===== src/rtl/tikreg_stage_seq.sv =====
`default_nettype none
// ============================================================================
// Module   : tikreg_stage_seq
// Purpose  : Top-level sequencer for the Tikhonov pseudo-inverse pipeline.
//            Launches STAGE_NUM processing stages strictly in order:
//            one-cycle start pulse, wait for that stage's done, optional
//            settle gap, then the next stage. bram_sel names the single
//            stage that owns the shared BRAM port at any time.
// Revision : 1.0 - initial release
// ----------------------------------------------------------------------------
// Parameters
//   STAGE_NUM      number of sequenced stages (>= 1)
//   GAP_CYCLES     idle cycles between stage i done and stage i+1 start (>= 0)
//   TIMEOUT_CYCLES per-stage watchdog limit, cycles from launch (>= 2);
//                  only meaningful with TIKREG_SEQ_TIMEOUT_EN
//   SEL_WIDTH      width of bram_sel_o / stage index
// Ports
//   clk            in   system clock, rising edge
//   rst_n          in   asynchronous active-low reset
//   start_i        in   run request, honoured in IDLE and ERR only
//   abort_i        in   synchronous abort, any state, highest priority
//   stage_done_i   in   per-stage done pulse (stage i -> bit i)
//   stage_start_o  out  one-hot, one-cycle start pulse
//   bram_sel_o     out  index of the stage owning the shared BRAM port
//   busy_o         out  high while a run is in progress
//   done_o         out  one-cycle pulse when the last stage completes
//   error_o        out  sticky watchdog error
// Configuration macro
//   TIKREG_SEQ_TIMEOUT_EN  when defined, adds the per-stage watchdog and the
//                          ERR state; otherwise error_o is constant low.
// ============================================================================
module tikreg_stage_seq #(
    parameter int STAGE_NUM      = 4,
    parameter int GAP_CYCLES     = 2,
    parameter int TIMEOUT_CYCLES = 65536,
    parameter int SEL_WIDTH      = (STAGE_NUM > 1) ? $clog2(STAGE_NUM) : 1
) (
    input  logic                 clk,
    input  logic                 rst_n,
    input  logic                 start_i,
    input  logic                 abort_i,
    input  logic [STAGE_NUM-1:0] stage_done_i,
    output logic [STAGE_NUM-1:0] stage_start_o,
    output logic [SEL_WIDTH-1:0] bram_sel_o,
    output logic                 busy_o,
    output logic                 done_o,
    output logic                 error_o
);

    localparam logic [SEL_WIDTH-1:0] LAST_IDX = SEL_WIDTH'(STAGE_NUM - 1);
    localparam int                   GAP_W    = (GAP_CYCLES > 2) ? $clog2(GAP_CYCLES) : 1;
    // The gap counter is loaded on the done edge, so it only has to cover
    // the remaining GAP_CYCLES-1 edges before the launch edge.
    localparam logic [GAP_W-1:0]     GAP_LOAD = GAP_W'((GAP_CYCLES > 0) ? GAP_CYCLES - 1 : 0);

    typedef enum logic [2:0] {
        S_IDLE   = 3'd0,
        S_LAUNCH = 3'd1,
        S_WAIT   = 3'd2,
        S_GAP    = 3'd3,
        S_ERR    = 3'd4
    } state_e;

    state_e                 state_q, state_d;
    logic [SEL_WIDTH-1:0]   idx_q, idx_d;
    logic [GAP_W-1:0]       gap_q, gap_d;
    logic [STAGE_NUM-1:0]   start_q, start_d;
    logic                   busy_q, busy_d;
    logic                   done_q, done_d;

    logic                   launch;
    logic [SEL_WIDTH-1:0]   launch_idx;
    logic                   cur_done;
    logic [SEL_WIDTH-1:0]   next_idx;

`ifdef TIKREG_SEQ_TIMEOUT_EN
    localparam int              TMO_W    = $clog2(TIMEOUT_CYCLES + 1);
    // Counter holds cycles elapsed since the launch edge; the watchdog fires
    // on the edge that is TIMEOUT_CYCLES after launch.
    localparam logic [TMO_W-1:0] TMO_LAST = TMO_W'(TIMEOUT_CYCLES - 1);

    logic [TMO_W-1:0]       tmo_q, tmo_d;
    logic                   error_q, error_d;
`endif

    // Only the bit of the stage currently being waited on is honoured.
    assign cur_done = stage_done_i[idx_q];
    // Index saturates at the last stage; never wraps.
    assign next_idx = (idx_q == LAST_IDX) ? idx_q : idx_q + SEL_WIDTH'(1);

    always_comb begin
        state_d    = state_q;
        idx_d      = idx_q;
        gap_d      = gap_q;
        start_d    = '0;
        busy_d     = busy_q;
        done_d     = 1'b0;
        launch     = 1'b0;
        launch_idx = '0;
`ifdef TIKREG_SEQ_TIMEOUT_EN
        tmo_d      = tmo_q;
        error_d    = error_q;
`endif

        case (state_q)
            S_IDLE: begin
                if (start_i) begin
                    launch = 1'b1;
                end
            end

            S_LAUNCH: begin
                // A done on this cycle is dropped; stages never answer this fast.
                state_d = S_WAIT;
`ifdef TIKREG_SEQ_TIMEOUT_EN
                tmo_d   = tmo_q + TMO_W'(1);
`endif
            end

            S_WAIT: begin
                if (cur_done) begin
                    if (idx_q == LAST_IDX) begin
                        done_d  = 1'b1;
                        busy_d  = 1'b0;
                        idx_d   = '0;
                        state_d = S_IDLE;
                    end else if (GAP_CYCLES == 0) begin
                        launch     = 1'b1;
                        launch_idx = next_idx;
                    end else begin
                        gap_d   = GAP_LOAD;
                        state_d = S_GAP;
                    end
                end
`ifdef TIKREG_SEQ_TIMEOUT_EN
                else if (tmo_q == TMO_LAST) begin
                    state_d = S_ERR;
                    error_d = 1'b1;
                    busy_d  = 1'b0;
                end else begin
                    tmo_d = tmo_q + TMO_W'(1);
                end
`endif
            end

            S_GAP: begin
                // idx_q (and so bram_sel) keeps the finished stage until the
                // launch edge, so ownership moves exactly with the start pulse.
                if (gap_q == '0) begin
                    launch     = 1'b1;
                    launch_idx = next_idx;
                end else begin
                    gap_d = gap_q - GAP_W'(1);
                end
            end

`ifdef TIKREG_SEQ_TIMEOUT_EN
            S_ERR: begin
                if (start_i) begin
                    launch  = 1'b1;
                    error_d = 1'b0;
                end
            end
`endif

            default: begin
                state_d = S_IDLE;
            end
        endcase

        if (launch) begin
            state_d = S_LAUNCH;
            idx_d   = launch_idx;
            start_d = STAGE_NUM'(1) << launch_idx;
            busy_d  = 1'b1;
`ifdef TIKREG_SEQ_TIMEOUT_EN
            tmo_d   = '0;
`endif
        end

        // Abort overrides everything above, including a coincident done.
        if (abort_i) begin
            state_d = S_IDLE;
            idx_d   = '0;
            gap_d   = '0;
            start_d = '0;
            busy_d  = 1'b0;
            done_d  = 1'b0;
`ifdef TIKREG_SEQ_TIMEOUT_EN
            tmo_d   = '0;
            error_d = 1'b0;
`endif
        end
    end

    always_ff @(posedge clk or negedge rst_n) begin
        if (!rst_n) begin
            state_q <= S_IDLE;
            idx_q   <= '0;
            gap_q   <= '0;
            start_q <= '0;
            busy_q  <= 1'b0;
            done_q  <= 1'b0;
        end else begin
            state_q <= state_d;
            idx_q   <= idx_d;
            gap_q   <= gap_d;
            start_q <= start_d;
            busy_q  <= busy_d;
            done_q  <= done_d;
        end
    end

`ifdef TIKREG_SEQ_TIMEOUT_EN
    always_ff @(posedge clk or negedge rst_n) begin
        if (!rst_n) begin
            tmo_q   <= '0;
            error_q <= 1'b0;
        end else begin
            tmo_q   <= tmo_d;
            error_q <= error_d;
        end
    end

    assign error_o = error_q;
`else
    // Watchdog compiled out: the comparison is false for any legal limit,
    // so error_o is a constant low.
    assign error_o = (TIMEOUT_CYCLES < 0);
`endif

    assign stage_start_o = start_q;
    assign bram_sel_o    = idx_q;
    assign busy_o        = busy_q;
    assign done_o        = done_q;

endmodule
`default_nettype wire

===== config.mk =====
export PLATFORM = sky130hd
export DESIGN_NAME = tikreg_stage_seq
export DESIGN_NICKNAME = d
export VERILOG_FILES = /design/src/rtl/tikreg_stage_seq.sv
export SDC_FILE = /design/constraint.sdc
export NUM_CORES = 1
export LEC_CHECK = 0
export BUFFER_PORTS_ARGS = -buffer_cell sky130_fd_sc_hd__clkbuf_2
export CORE_AREA = 2 2 39 41
export DETAILED_ROUTE_END_ITERATION = 12
export DIE_AREA = 0 0 41 43
export MAX_ROUTING_LAYER = met4
export PLACE_DENSITY = 0.77
export SETUP_SLACK_MARGIN = 0.4
export SLEW_MARGIN = 0
export SYNTH_ARGS = -nofsm -noshare
export SYNTH_HDL_FRONTEND = slang
export SYNTH_SLANG_ARGS = --single-unit

===== constraint.sdc =====
create_clock -name clk -period 4.1 [get_ports clk]
set_input_delay 0.41 -clock clk [delete_from_list [all_inputs] [get_ports clk]]
set_output_delay 0.41 -clock clk [all_outputs]
set_load 0.02 [all_outputs]

==> results.json, run 1 <==
{
  "rsz0062_at_grt": "false",
  "holdPathEnd": "stage_start_o[0]$_DFF_PN0_",
  "drv_slew": 0,
  "ys_seq_area_frac": 0.451,
  "ys_top_cells_by_area": "dfrtp_1 45%, ha_1 10%, mux4_2 3.7%",
  "cts_made_buffers": 3,
  "wl_per_cell_um": 13.0,
  "p_leak_nw": 0.342,
  "firstDrtPassIters": 3,
  "synth_nets": 71,
  "syn_to_final_growth_pct": 18.0,
  "reg2reg_slack_ns": 2.42,
  "ant_nets": 0,
  "coreArea_um2": 1380,
  "start_util": 0.441,
  "fin_crit_ns": 1.68,
  "ios": 17,
  "antenna_found_initial": 0,
  "die_area_um2": 1760,
  "wl_um": 1170,
  "clockBufferDepth": 2,
  "yosys_warnings": 0,
  "synthCells": 58,
  "cts_max_level": 1,
  "setup_viol": 0,
  "post-route-period-util": 0.410,
  "netlist_area_um2": 611,
  "max_cap_viol_count": 0,
  "cp_data_arrival_time_ns": 1.86,
  "grt_pass1_wl_um": 1880,
  "drive_above_1_share": 0.284,
  "holdCritStartpoint": "start_i",
  "min_path_cells": 3,
  "required_ns": 4.27,
  "cts-resized-gates": 0,
  "worstSkewPairLatency_ns": 0.28,
  "path_class": "reg -> reg",
  "max_freq_ghz": 0.594,
  "cts_tree": "built",
  "cts_root_buf": "clkbuf_4",
  "antenna_cells": 0,
  "ys_ff_latch": 11,
  "fp.dieW_um": 41,
  "final_common_cell": "clkbuf_2",
  "r2r_end": "state_q[1]$_DFFE_PN0P_",
  "nets": 88,
  "numPortBuffers": 15,
  "outcome": "finished clean",
  "drtIter0Drc": 14,
  "overflow": 0,
  "power_density_nw_per_um2": 384,
  "utilization": 0.521,
  "cts.sinks": 11,
  "drc": 0,
  "routed_via_density": 5.32,
  "tns_ns": 0,
  "netlist-cell-type-count": 30,
  "r2r-start": "bram_sel_o[0]$_DFFE_PN0P_",
  "ir_drop_uv": 193,
  "dp_hpwl_um": 879,
  "hold_class": "in -> reg",
  "row_count": 14,
  "grt_use_total": 0.168,
  "crit_path_end_kind": "flip-flop",
  "grt_max_degree": 15,
  "hold_viol": 0,
  "layout_common_cells": "15 x clkbuf_2, 11 x dfrtp_1, 5 x ha_1",
  "synth.largest_area_cell": "dfrtp_1",
  "synthDominantCellAreaShare": 0.451,
  "worstPathMaxFanout": 12,
  "reg2regPathDepth": 4,
  "skew_ns": 0.00715,
  "vias": 479,
  "gp_congestion": 0.900,
  "cp-start-kind": "flip-flop",
  "grt_pass1_vias": 439,
  "synth_area_per_cell_um2": 10.5,
  "cts.reportedPaths.clkPinSlew_ns": 0.08,
  "die_height_um": 43
}
worst max-delay path by stage:
stage | startpoint | endpoint | slack (ns) | depth (start not counted)
2_1_floorplan | bram_sel_o[0]$_DFFE_PN0P_ | state_q[1]$_DFFE_PN0P_ | 2.60 | 4
3_3_place_gp | bram_sel_o[0]$_DFFE_PN0P_ | state_q[1]$_DFFE_PN0P_ | 2.44 | 4
3_5_place_dp | bram_sel_o[0]$_DFFE_PN0P_ | state_q[1]$_DFFE_PN0P_ | 2.43 | 4
4_1_cts | bram_sel_o[0]$_DFFE_PN0P_ | state_q[1]$_DFFE_PN0P_ | 2.43 | 4
5_1_grt | state_q[0]$_DFFE_PN0P_ | bram_sel_o[1]$_DFFE_PN0P_ | 2.30 | 5
6_report | bram_sel_o[0]$_DFFE_PN0P_ | state_q[1]$_DFFE_PN0P_ | 2.42 | 4
Yosys cell counts (all sizes together):
cell type,n
a31oi,1
conb,1
nand4,1
nand3b,2
o21ai,2
and2,1
nand3,1
a221oi,1
mux2i,1
nand2b,3
nand2,3
nor3b,1
o21a,1
inv,3
mux4,1
a21oi,3
nor2,4
nor4b,2
a31o,2
o2111ai,1
dfrtp,11
a32o,1
buf,3
ha,5
clkbuf,1
and3b,1
nor3,1
layout make-up:
class,instances,area [um2]
clock buffer,4,26.3
fill,128,663
inverter,3,11.3
multi-input combinational,40,303
sequential,11,275
tap,16,20.0
timing repair buffer,16,85.1
power by group:
group          switching, mW  internal, mW  leakage [nW]
Sequential           0.00855         0.118         0.151
Clock                 0.0409        0.0378        0.0150
Combinational         0.0442        0.0269         0.176
worst max-delay path, cell delays in order (launching register included):
cell and delay (ns):
dfrtp_1 0.57, mux4_2 0.57, o21ai_2 0.17, nor4b_1 0.07
a31o_1 0.19
stage by stage:
step	setup slack, ns	hold slack [ns]	std cells	cell area, um2	total power, mW
3_5_place_dp	2.43	0.300	85	684	0.199
4_1_cts	2.43	0.378	90	721	0.275
3_3_place_gp	2.44	0.291	85	684	0.197
2_1_floorplan	2.60	0.114	58	611	0.178
6_report	2.42	0.380	90	721	0.277
5_1_grt	2.30	0.411	90	721	0.291
kinds of logic after synthesis:
group	after synthesis	share of synthesized area
fa+ha+maj	5	0.102
other cells	1	0.00614
buf+inv	7	0.0533
mux	2	0.0533
simple gates	20	0.191
flops	11	0.451
compound gates	12	0.143
repair_timing:
item                      CTS  global route
hold buffers                1             0
setup buffers               0             0
hold endpoints to repair    5             0
per-layer routing:
| layer | wire length, um | global-route usage | share of wire |
|---|---|---|---|
| met1 | 549 | 0.236 | 0.47 |
| met2 | 499 | 0.219 | 0.43 |
| met3 | 92 | 0.0314 | 0.079 |
| met4 | 27 | 0.100 | 0.023 |
| met5 | 0 | - | 0 |
flip-flops by register name (all words and copies together) (netlist names):
signal and cells:
stage_start_o 4, bram_sel_o 2, state_q 2, busy_o 1, done_o 1, gap_q 1
Note: power is estimated with default switching activity, not from simulation.
==> run 2: changes to the inputs <==
- ABC_AREA: default -> 1
- CORE_AREA: 2 2 39 41 -> default
- CORE_MARGIN: default -> 2
- CORE_UTILIZATION: default -> 50
- DIE_AREA: 0 0 41 43 -> default
- PLACE_DENSITY: 0.77 -> 0.82
- clock period: 4.1 -> 1.7 ns (I/O delays scaled with it)
==> results.json, run 2 <==
{
  "row_count": 13,
  "synth.largest_area_cell": "dfrtp_1",
  "required_ns": 1.86,
  "largest_reg_flops": 4,
  "crit_top_cell": "nand2_4",
  "fillCellCount": 89,
  "overflow": 0,
  "setup_viol": 0,
  "p_leak_nw": 0.517,
  "cp_data_arrival_time_ns": 1.50,
  "yosys_warnings": 0,
  "worst-path-buf-inv": 1,
  "synth_xor_xnor_area_share": 0,
  "cts.sinks": 11,
  "yosysMostFrequentCell": "nand2_1",
  "cts_tree": "built",
  "antenna_found_initial": 0,
  "synth_fa_ha_area_frac": 0.0938,
  "syn_to_final_growth_pct": 41.5,
  "rsz0062_at_grt": "true",
  "netlist-cell-type-count": 17,
  "multiInputGateArea_um2": 412,
  "worstPathMaxFanout": 4,
  "critical_path.max_stage_delay_ns": 0.44,
  "synth_edf_count": 0,
  "cp-start-kind": "flip-flop",
  "ys_top_cells_by_area": "dfrtp_1 41%, nand2_1 12%, ha_1 9.4%",
  "cp_top_family": "flip-flops",
  "synth_nets": 98,
  "start_util": 0.526,
  "coreArea_um2": 1270,
  "hold_class": "in -> reg",
  "grt_pass1_vias": 631,
  "synth_mux_area_frac": 0,
  "grt_max_degree": 12,
  "gp_congestion": 0.928,
  "ios": 17,
  "drv_slew": 0,
  "drtIter0Drc": 11,
  "fin_crit_ns": 1.34,
  "clockBufferDepth": 2,
  "numPortBuffers": 15,
  "synth_ff_type": "dfrtp_1",
  "synth_area_per_cell_um2": 7.85,
  "drc": 0,
  "nets": 127,
  "synth_common_cells": "22 x nand2_1, 11 x dfrtp_1, 11 x inv_1, 11 x nand3_1, 8 x nor2_1",
  "vias": 666,
  "cts_root_buf": "clkbuf_4",
  "synthCells": 85,
  "final_common_cell": "nand2_1",
  "cts.reportedPaths.clkPinSlew_ns": 0.07,
  "path_class": "reg -> reg",
  "synth_top_family_by_area": "simple AND/OR/NAND/NOR gates",
  "grt_pass1_wl_um": 2560,
  "cp_slowest_cell": "dfrtp_2",
  "wl_per_cell_um": 13.2,
  "hold_ws_ns": 0.160,
  "synthDominantCellAreaShare": 0.413,
  "ir_drop_uv": 501,
  "max_cap_viol_count": 0,
  "cts_max_level": 1,
  "synth_compound_area_frac": 0.0188,
  "die_area_um2": 1640,
  "async_flop_share": 1.00,
  "fp.dieW_um": 40.5,
  "worstSkewPairLatency_ns": 0.27,
  "ys_ff_latch": 11,
  "hold_viol": 0,
  "die_height_um": 40.5,
  "max_freq_ghz": 0.746,
  "antenna_cells": 0,
  "ant_nets": 0,
  "ys_seq_area_frac": 0.413,
  "power_density_nw_per_um2": 963,
  "routed_via_density": 5.20,
  "skew_ns": 0.00310,
  "firstDrtPassIters": 4,
  "layout_common_cells": "18 x nand2_1, 15 x clkbuf_2, 9 x inv_1, 9 x buf_4",
  "drive_above_1_share": 0.460,
  "crit_path_end_kind": "flip-flop",
  "outcome": "finished clean",
  "seq_area_um2": 279,
  "dp_hpwl_um": 1100,
  "cts_made_buffers": 3,
  "netlist_area_um2": 667,
  "crit_chain": "inv_4 -> ha_4 -> nand2_4 -> nand2_4 -> nand4_1 -> nand3_1 -> nand2_1",
  "tns_ns": 0,
  "yosys.area_share.simple": 0.379,
  "grt_use_total": 0.247,
  "wl_um": 1690,
  "post-route-period-util": 0.788
}
[run 2: cell families after synthesis]
kind of cell               Yosys count
and+or+nand+nor                     51
AOI/OAI and AO/OA                    2
other                                1
DFF                                 11
adders and majority gates            5
buffers and inverters               15
[run 2: final timing paths]
path | from | endpoint | slack (ns) | cells after the start
max in group asynchronous | rst_n | state_q[0]$_DFFE_PN0P_ | 1.18 | 2
min in group asynchronous | rst_n | gap_q$_DFFE_PN0P_ | 0.30 | 2
max | state_q[0]$_DFFE_PN0P_ | state_q[0]$_DFFE_PN0P_ | 0.36 | 7
min | abort_i | done_o$_DFF_PN0_ | 0.16 | 2
max reg2reg | state_q[0]$_DFFE_PN0P_ | state_q[0]$_DFFE_PN0P_ | 0.36 | 7
min reg2reg | busy_o$_DFFE_PN0P_ | busy_o$_DFFE_PN0P_ | 0.53 | 2
[run 2: layout make-up]
| type | instances | area share |
|---|---|---|
| timing repair buffer | 25 | 0.162 |
| inverter | 14 | 0.0584 |
| multi-input combinational | 59 | 0.436 |
| sequential | 11 | 0.296 |
| clock buffer | 4 | 0.0279 |
| tap | 15 | 0.0199 |
[run 2: power by group]
| part | total (mW) | switching (mW) | internal (mW) |
|---|---|---|---|
| sequential | 0.328 | 0.0350 | 0.293 |
| clock | 0.173 | 0.0825 | 0.0908 |
| combinational | 0.408 | 0.225 | 0.183 |
| total | 0.909 | 0.342 | 0.567 |
[run 2: metal layers]
layer / global-route usage / part of all wire / up-vias / routed length (um)
li1: - / - / 320 / -
met1: 0.238 / 0.37 / 322 / 628
met2: 0.444 / 0.57 / 22 / 965
met3: 0.0833 / 0.049 / 2 / 82
met4: 0.100 / 0.0059 / 0 / 10
met5: - / 0 / - / 0
[run 2: through the flow]
stage	power, mW	worst slack [ns]	utilization	area, um2	instances
floorplan	0.505	0.412	-	689	85
global placement	0.570	0.327	0.611	776	114
detailed placement	0.581	0.258	0.611	776	114
CTS	0.839	0.399	0.695	882	126
global route	0.960	0.280	0.744	943	128
finish	0.909	0.360	0.744	943	128
[run 2: timing repair]
| action | in CTS | in global routing |
|---|---|---|
| hold buffers | 1 | 0 |
| setup endpoints to repair | 5 | 7 |
| endpoints found under the hold margin | 11 | 0 |
| pin swaps | 5 | 3 |
| gates resized for setup | 9 | 10 |
| buffers inserted | 7 | 2 |
==> run 3: changes to the inputs <==
- clock period: 1.7 -> 1.4 ns (I/O delays scaled with it)
==> results.json, run 3 (synthesis gave the netlist of run 2 again) <==
{
  "holdCritStartpoint": "abort_i",
  "layout_common_cells": "16 x nand2_1, 12 x clkbuf_2, 9 x inv_1",
  "row_count": 13,
  "utilization": 0.783,
  "hold_class": "in -> reg",
  "cts.reportedPaths.clkPinSlew_ns": 0.07,
  "multiInputGateArea_um2": 424,
  "crit_chain": "inv_2 -> ha_4 -> nor2_4 -> nand2_1 -> o21ai_1 -> nand3_1 -> nand2_1",
  "cp-startpoint": "state_q[1]$_DFFE_PN0P_",
  "wl_um": 1700,
  "setup_viol": 0,
  "cp_data_arrival_time_ns": 1.55,
  "vias": 670,
  "crit_path_end_kind": "flip-flop",
  "worst_slack_ns": 0.0587,
  "fin_crit_ns": 1.34,
  "cts_max_level": 1,
  "hold_viol": 0,
  "worstPathMaxFanout": 5,
  "skew_ns": 0.00369,
  "grt_max_degree": 12,
  "antenna_found_initial": 0,
  "p_int_mw": 0.706,
  "combPwrFrac": 0.453,
  "dpl_worst_slack_ns": 0.0323,
  "ir_drop_uv": 825,
  "gp_congestion": 0.945,
  "outcome": "finished clean",
  "finalPower_mw": 1.13,
  "max_cap_viol_count": 0,
  "required_ns": 1.61,
  "final_common_cell": "nand2_1",
  "worstSkewPairLatency_ns": 0.27,
  "drc": 0,
  "min_path_cells": 2,
  "power_frac_seq": 0.357,
  "clockBufferDepth": 2,
  "grt_pass1_wl_um": 2630,
  "p_leak_nw": 0.530,
  "cp_slowest_cell": "dfrtp_2",
  "fp.dieW_um": 40.5,
  "p_clk_frac": 0.190,
  "cts_root_buf": "clkbuf_4",
  "power_density_nw_per_um2": 1140,
  "power_switching_mw": 0.423,
  "die_area_um2": 1640,
  "post-route-period-util": 0.958,
  "r2r-start": "state_q[1]$_DFFE_PN0P_",
  "switching_share": 0.375,
  "start_util": 0.526,
  "cts_made_buffers": 3,
  "coreArea_um2": 1270,
  "grt_pass1_vias": 630,
  "dp_hpwl_um": 1000,
  "die_height_um": 40.5,
  "cts_tree": "built",
  "drtIter0Drc": 23,
  "cts.sinks": 11,
  "nets": 128,
  "ios": 17,
  "reg2regPathDepth": 7,
  "drv_slew": 0,
  "fillCellCount": 87,
  "drive_above_1_share": 0.491,
  "crit_top_cell": "nand2_1",
  "wl_per_cell_um": 13.2,
  "ant_nets": 0,
  "path_class": "reg -> reg",
  "largest_reg_flops": 4,
  "max_freq_ghz": 0.746,
  "syn_to_final_growth_pct": 49.0,
  "routed_via_density": 5.19,
  "rsz0062_at_grt": "true",
  "seq_area_um2": 280,
  "critical_path.max_stage_delay_ns": 0.46,
  "grt_use_total": 0.247,
  "antenna_cells": 0,
  "numPortBuffers": 15,
  "cp-start-kind": "flip-flop",
  "firstDrtPassIters": 4,
  "overflow": 0
}
-- run 3: changes by cell type in the layout (fill, tap and decap cells not counted), sizes merged --
cell and change:
buf +4, clkbuf -3
-- run 3: final timing paths --
path,slack [ns],end
min in group asynchronous,0.28,stage_start_o[3]$_DFF_PN0_
worst max register to register,0.06,state_q[0]$_DFFE_PN0P_
max in group asynchronous,0.89,bram_sel_o[0]$_DFFE_PN0P_
worst min register to register,0.57,bram_sel_o[1]$_DFFE_PN0P_
worst min-delay path,0.12,done_o$_DFF_PN0_
worst max-delay path,0.06,state_q[0]$_DFFE_PN0P_
-- run 3: power groups by stage --
stage | sequential, mW | combinational (mW) | clock (mW)
final | 0.403 | 0.511 | 0.215
after global routing | 0.407 | 0.551 | 0.238
after CTS | 0.393 | 0.454 | 0.220
after detailed placement | 0.391 | 0.324 | 0
after global placement | 0.392 | 0.318 | 0
after floorplan | 0.411 | 0.226 | 0
-- run 3: final cells by class --
class | count | share of cell area
Clock buffer | 4 | 0.0264
Sequential cell | 11 | 0.282
Timing Repair Buffer | 26 | 0.188
Inverter | 14 | 0.0579
Multi-Input combinational cell | 59 | 0.427
Tap cell | 15 | 0.0189
-- run 3: metrics by stage --
step	hold WS [ns]	setup TNS [ns]	cell area, um2	cells
final	0.115	0	993	129
after global routing	0.118	-0.0328	993	129
after CTS	0.104	0	958	129
after global placement	0.0231	0	793	114
after detailed placement	0.0273	0	793	114
after floorplan	-0.156	0	707	85
-- run 3: worst max-delay path: cells and delay by family, from the launching register on --
family	cells	cell delay, ns
and+or+nand+nor	4	0.40
DFF	1	0.46
adders and majority gates	1	0.23
buffers and inverters	1	0.10
AOI/OAI and AO/OA	1	0.10
-- run 3: per-layer routing --
metal	wire length [um]	global-route usage	vias up
met5	0	-	-
met1	718	0.299	312
li1	-	-	326
met2	863	0.389	28
met4	38	0.133	0
met3	83	0.0389	4
-- run 3: repair_timing --
action,CTS,global route
setup endpoints to repair,13,13
pin swaps,10,3
endpoints found under the hold margin,11,0
gates resized for setup,12,14
setup buffers,10,0
hold buffers,1,0
